`src/rtl/arb_pkg.sv`:
```
`default_nettype none
// ============================================================================
// Module : arb_pkg
// Brief  : Shared state encodings, mode constants and requester count.
// Rev    : 1.0
// ============================================================================
package arb_pkg;

  localparam int   NUM_REQ    = 4;
  localparam logic MODE_FIXED = 1'b0;
  localparam logic MODE_RR    = 1'b1;

  typedef enum logic [1:0] {
    IDLE    = 2'd0,
    GRANT   = 2'd1,
    RELEASE = 2'd2
  } state_t;

endpackage
`default_nettype wire

```
`src/rtl/rot_pri_enc_4to2.sv`:
```
`default_nettype none
// ============================================================================
// Module : rot_pri_enc_4to2
// Brief  : Rotating priority encoder; search order ptr, ptr-1, ptr-2, ptr-3.
// Rev    : 1.0
// ============================================================================
module rot_pri_enc_4to2
  import arb_pkg::*;
(
  input  logic [NUM_REQ-1:0] req,
  input  logic [1:0]         ptr,
  output logic [1:0]         idx,
  output logic               valid
);

  // Lowest priority visited first so the ptr position overrides last.
  always_comb begin
    idx = 2'd0;
    for (int k = NUM_REQ - 1; k >= 0; k--) begin
      if (req[ptr - 2'(k)]) begin
        idx = ptr - 2'(k);
      end
    end
  end

  assign valid = |req;

endmodule
`default_nettype wire

```
`src/rtl/pri_arb_4ch.sv`:
```
`default_nettype none
// ============================================================================
// Module : pri_arb_4ch
// Brief  : 4-channel arbiter, fixed or round-robin, with hold timeout.
// Rev    : 1.0
// ============================================================================
module pri_arb_4ch
  import arb_pkg::*;
#(
  parameter int TIMEOUT = 16
) (
  input  logic       clk,
  input  logic       rst,
  input  logic [3:0] req,
  input  logic       done,
  input  logic       mode,
  output logic [3:0] gnt,
  output logic [1:0] gnt_id,
  output logic       busy,
  output logic       timeout
);

  localparam int               CNT_W    = (TIMEOUT > 1) ? $clog2(TIMEOUT) : 1;
  localparam logic [CNT_W-1:0] CNT_LAST = CNT_W'(TIMEOUT - 1);

  state_t           r_state,   w_state_nxt;
  logic [3:0]       r_gnt,     w_gnt_nxt;
  logic [1:0]       r_gnt_id,  w_gnt_id_nxt;
  logic             r_busy,    w_busy_nxt;
  logic             r_timeout, w_timeout_nxt;
  logic [CNT_W-1:0] r_cnt,     w_cnt_nxt;
  logic [1:0]       r_ptr,     w_ptr_nxt;

  logic [1:0] w_enc_ptr;
  logic [1:0] w_enc_idx;
  logic       w_enc_valid;
  logic       w_owner_req;

  // Fixed mode is the rotating search anchored at the top requester.
  assign w_enc_ptr   = (mode == MODE_RR) ? r_ptr : 2'd3;
  assign w_owner_req = req[r_gnt_id];

  rot_pri_enc_4to2 u_enc (
    .req   (req),
    .ptr   (w_enc_ptr),
    .idx   (w_enc_idx),
    .valid (w_enc_valid)
  );

  always_comb begin
    w_state_nxt   = r_state;
    w_gnt_nxt     = r_gnt;
    w_gnt_id_nxt  = r_gnt_id;
    w_busy_nxt    = r_busy;
    w_timeout_nxt = 1'b0;
    w_cnt_nxt     = r_cnt;
    w_ptr_nxt     = r_ptr;

    case (r_state)
      IDLE: begin
        if (w_enc_valid) begin
          w_state_nxt  = GRANT;
          w_gnt_nxt    = 4'b0001 << w_enc_idx;
          w_gnt_id_nxt = w_enc_idx;
          w_busy_nxt   = 1'b1;
          w_cnt_nxt    = '0;
        end
      end

      GRANT: begin
        if (done || !w_owner_req || (r_cnt == CNT_LAST)) begin
          w_state_nxt   = RELEASE;
          w_gnt_nxt     = 4'b0000;
          w_busy_nxt    = 1'b0;
          w_ptr_nxt     = r_gnt_id - 2'd1;
          // A voluntary release (done or dropped request) is never a timeout.
          w_timeout_nxt = !done && w_owner_req;
        end else begin
          w_cnt_nxt = r_cnt + CNT_W'(1);
        end
      end

      RELEASE: begin
        w_state_nxt = IDLE;
      end

      default: begin
        w_state_nxt = IDLE;
        w_gnt_nxt   = 4'b0000;
        w_busy_nxt  = 1'b0;
      end
    endcase
  end

  always_ff @(posedge clk) begin
    if (rst) begin
      r_state   <= IDLE;
      r_gnt     <= 4'b0000;
      r_gnt_id  <= 2'd0;
      r_busy    <= 1'b0;
      r_timeout <= 1'b0;
      r_cnt     <= '0;
      r_ptr     <= 2'd3;
    end else begin
      r_state   <= w_state_nxt;
      r_gnt     <= w_gnt_nxt;
      r_gnt_id  <= w_gnt_id_nxt;
      r_busy    <= w_busy_nxt;
      r_timeout <= w_timeout_nxt;
      r_cnt     <= w_cnt_nxt;
      r_ptr     <= w_ptr_nxt;
    end
  end

  assign gnt     = r_gnt;
  assign gnt_id  = r_gnt_id;
  assign busy    = r_busy;
  assign timeout = r_timeout;

endmodule
`default_nettype wire

```
`config.mk`:
```
export PLATFORM = sky130hd
export DESIGN_NAME = pri_arb_4ch
export DESIGN_NICKNAME = d
export VERILOG_FILES = /design/src/rtl/arb_pkg.sv /design/src/rtl/rot_pri_enc_4to2.sv /design/src/rtl/pri_arb_4ch.sv
export SDC_FILE = /design/constraint.sdc
export NUM_CORES = 1
export LEC_CHECK = 0
export ABC_AREA = 1
export BUFFER_PORTS_ARGS = -buffer_cell sky130_fd_sc_hd__buf_2
export CORE_MARGIN = 2
export CORE_UTILIZATION = 49
export CTS_CLUSTER_DIAMETER = 80
export CTS_CLUSTER_SIZE = 20
export DETAILED_ROUTE_END_ITERATION = 12
export GPL_TIMING_DRIVEN = 0
export PLACE_DENSITY = 0.71
export SLEW_MARGIN = 25
export SYNTH_ARGS = -nofsm -noshare
export SYNTH_HDL_FRONTEND = slang
export SYNTH_SLANG_ARGS = --single-unit
```
`constraint.sdc`:
```
create_clock -name clk -period 3.8 [get_ports clk]
set_clock_uncertainty 0.15 [all_clocks]
set_input_delay 0.19 -clock clk [delete_from_list [all_inputs] [get_ports clk]]
set_output_delay 0.19 -clock clk [all_outputs]
set_load 0.05 [all_outputs]
```
==> flow_metrics.env <==
export IMPL_status="finished, final reports clean"
export IMPL_hold_viol_final=0
export IMPL_cts_max_path_buffers=2
export IMPL_crit_fanout=7
export IMPL_power_internal_mw=0.2830
export IMPL_synthesis_area_sq_um=949.7
export IMPL_numCtsBuffers=3
export IMPL_gp_congestion=0.8694
export IMPL_slew_headroom=0.7080
export IMPL_ys_seq_elements=16
export IMPL_max_cap_violations=0
export IMPL_io_pins=16
export IMPL_cts_sinks=16
export IMPL_worstSkewPairLatency_ns=0.28
export IMPL_avgSynthCellArea_sq_um=6.641
export IMPL_grt_pass1_wl_microns=3208
export IMPL_gr_total_overflow=0
export IMPL_hold_path_end="r_ptr[0]$_SDFFE_PP1P_"
export IMPL_antenna_found_initial=0
export IMPL_slowest_delay_ns=0.45
export IMPL_dieArea_sq_mm=0.002306
export IMPL_rsz0062_at_grt="false"
export IMPL_worst_slack_ns=2.121
export IMPL_synth_area_leader_cell="dfxtp_1"
export IMPL_avgRoutedWirePerCell_microns=10.90
export IMPL_cts_tree="done"
export IMPL_first_pass_iters=4
export IMPL_drt_iter0_drc=13
export IMPL_yosys_mux_area_fraction=0
export IMPL_synth_cell_type_count=22
export IMPL_final_seq_area_sq_um=320.3
export IMPL_final_core_util=0.6105
export IMPL_cp_slowest_cell="dfxtp_1"
export IMPL_hp_start="rst"
export IMPL_synth_compound_area_frac=0.1146
export IMPL_r2r_end="r_cnt[0]$_SDFFE_PP0P_"
export IMPL_vias=940
export IMPL_max_freq_ghz=0.5956
export IMPL_setup_violations_final=0
export IMPL_grt_pass1_vias=832
export IMPL_synth_area_leaders="dfxtp_1 34%, nand2_1 15%, nand3_1 8.4%"
export IMPL_die_w_microns=48.03
export IMPL_start_util=0.5326
export IMPL_drcViolationCount=0
export IMPL_powerDensity_mw_per_mm2=447.1
export IMPL_synth_adder_area_share=0.01318
export IMPL_multi_input_area_sq_um=554.3
export IMPL_ys_warn_count=0
export IMPL_power_frac_comb=0.394
export IMPL_synth_xor_area_share=0.009223
export IMPL_drive_gt1_frac=0.2654
export IMPL_tns_ns=0
export IMPL_h_tree_depth=1
export IMPL_critPathKind="flop to flop"
export IMPL_whs_ns=0.02896
export IMPL_grt_max_degree=11
export IMPL_yosys_area_share_simple=0.4466
export IMPL_arrival_ns=1.71
export IMPL_crit_path_frequent_cell="nand2_1"
export IMPL_path_clk_slew_ns=0.09
export IMPL_clkPwrFrac=0.181
export IMPL_p_sw_mw=0.2037
export IMPL_cp_cell_sequence="inv_1 -> nand2_1 -> nand2_1 -> nand2_1 -> inv_2 -> nor2_2 -> nand3_1 -> nand2_2 -> inv_2 -> a21oi_1 -> nor2_1"
export IMPL_dpl_worst_slack_ns=2.142
export IMPL_hpwl_microns=1628
export IMPL_timing_rr_start="gnt_id[0]$_SDFFE_PP0P_"
export IMPL_min_path_type="input pin to flop"
export IMPL_wirelength_microns=2039
export IMPL_p_sw_frac=0.4185
export IMPL_power_mw=0.4867
export IMPL_r2r_slack_ns=2.12
export IMPL_reg2reg_depth=11
export IMPL_seq_area_frac_synth=0.3373
export IMPL_tightest_slew_ns=0.4381
export IMPL_die_y_microns=48.03
export IMPL_cts_root_buf="clkbuf_4"
export IMPL_core_sq_mm=0.001783
export IMPL_period_share=0.4418
export IMPL_area_growth_pct=14.62
export IMPL_hold_path_depth=3
export IMPL_synth_top_family_by_area="simple AND/OR/NAND/NOR gates"
export IMPL_grt_usage=0.2009
export IMPL_via_per_inst=5.027
export IMPL_p_seq_frac=0.425
export IMPL_irDropWorstVdd_mv=0.2291
export IMPL_nets=173
export IMPL_worst_setup_path_start_kind="flop"
export IMPL_rows=15
export IMPL_synth_top_area_share=0.3373
export IMPL_synth_nets=152
export IMPL_diodes=0
export IMPL_netlist_instances=143
export IMPL_fin_crit_ns=1.679
export IMPL_port_buffers=15
export IMPL_antenna_left=0
export IMPL_p_leak_nw=0.5479
export IMPL_fillers=186
export IMPL_cts_setup_buffers=0
export IMPL_worstPathRequired_ns=3.83
export IMPL_slew_violations=0
export IMPL_end_kind="flop"
## state kept, by name, summed over array words and instances, names as in the netlist
name and flops:
r_ptr 2, r_state 2, timeout 1, r_cnt 4, gnt 4, busy 1
gnt_id 2
## cell type report
type | instances | area share
Buffer | 1 | 0.003448
Clock buffer | 3 | 0.02069
Inverter | 19 | 0.06552
Multi-Input combinational cell | 107 | 0.5092
Sequential cell | 16 | 0.2943
Tap cell | 25 | 0.02874
Timing Repair Buffer | 16 | 0.07816
## logic make-up after synthesis
group,after synthesis
xor+xnor,1
simple gates,85
flops,16
buf+inv,20
compound gates,20
fa+ha+maj,1
## worst max-delay path, delay by kind of cell, from the launching register on
kind | cells | cell delay (ns)
flip-flops | 1 | 0.45
AND/OR/NAND/NOR | 7 | 0.65
buffers and inverters | 3 | 0.21
AO/OA/AOI/OAI | 1 | 0.11
## stage by stage
stage / instance area, sq um / instances
3_5_place_dp: 1056 / 183
3_3_place_gp: 1056 / 183
5_1_grt: 1089 / 187
6_report: 1089 / 187
2_1_floorplan: 949.7 / 143
4_1_cts: 1089 / 187
## timing repair
action | 4_1_cts | 5_1_grt
hold buffers | 1 | 0
gates resized for setup | 0 | 0
endpoints found under the hold margin | 1 | 0
## layout by cell type, fill, tap and decap left out
master / count
nand2_1: 37
dlygate4sd3_1: 1
a21oi_1: 12
nand2_4: 1
nand3_1: 16
ha_1: 1
clkbuf_1: 1
nor2_4: 2
xnor2_1: 1
o21ai_0: 2
a21boi_2: 1
buf_2: 15
nor2_2: 2
nand2_2: 6
dfxtp_1: 16
nand3_2: 5
clkbuf_4: 3
o21ai_1: 4
and2_1: 1
inv_1: 11
nor3_1: 1
nand4_1: 3
o211ai_1: 1
nor2_1: 11
inv_2: 8
## layer usage
layer / share of wire / GRT usage / vias to the layer above
met2: 0.49 / 0.3467 / 15
met5: 0 / 0 / -
met4: 0.011 / 0.06486 / 0
li1: - / - / 503
met3: 0.029 / 0.05660 / 2
met1: 0.47 / 0.2387 / 420
## power groups by stage
stage	clock, mW	sequential, mW	combinational, mW
after floorplan	0	0.245	0.113
after global placement	0	0.210	0.186
after detailed placement	0	0.211	0.191
after CTS	0.0911	0.207	0.192
after global routing	0.0972	0.211	0.211
final	0.0879	0.207	0.192
## worst max-delay path by stage
stage,from,endpoint,cells after the start
global route,gnt_id[0]$_SDFFE_PP0P_,r_cnt[1]$_SDFFE_PP0P_,11
CTS,gnt_id[0]$_SDFFE_PP0P_,r_cnt[0]$_SDFFE_PP0P_,11
detailed placement,gnt_id[0]$_SDFFE_PP0P_,r_cnt[0]$_SDFFE_PP0P_,11
finish,gnt_id[0]$_SDFFE_PP0P_,r_cnt[0]$_SDFFE_PP0P_,11
floorplan,gnt_id[0]$_SDFFE_PP0P_,r_cnt[0]$_SDFFE_PP0P_,11
global placement,gnt_id[0]$_SDFFE_PP0P_,r_cnt[1]$_SDFFE_PP0P_,11
## cell usage after synthesis
master     n
a21boi_2   1
a21oi_1   12
and2_1     1
clkbuf_1   1
dfxtp_1   16
ha_1       1
inv_1     11
inv_2      8
nand2_1   37
nand2_2    6
nand2_4    1
nand3_1   16
nand3_2    5
nand4_1    3
nor2_1    11
nor2_2     2
nor2_4     2
nor3_1     1
o211ai_1   1
o21ai_0    2
o21ai_1    4
xnor2_1    1
Note: power is estimated with default switching activity, not from simulation.
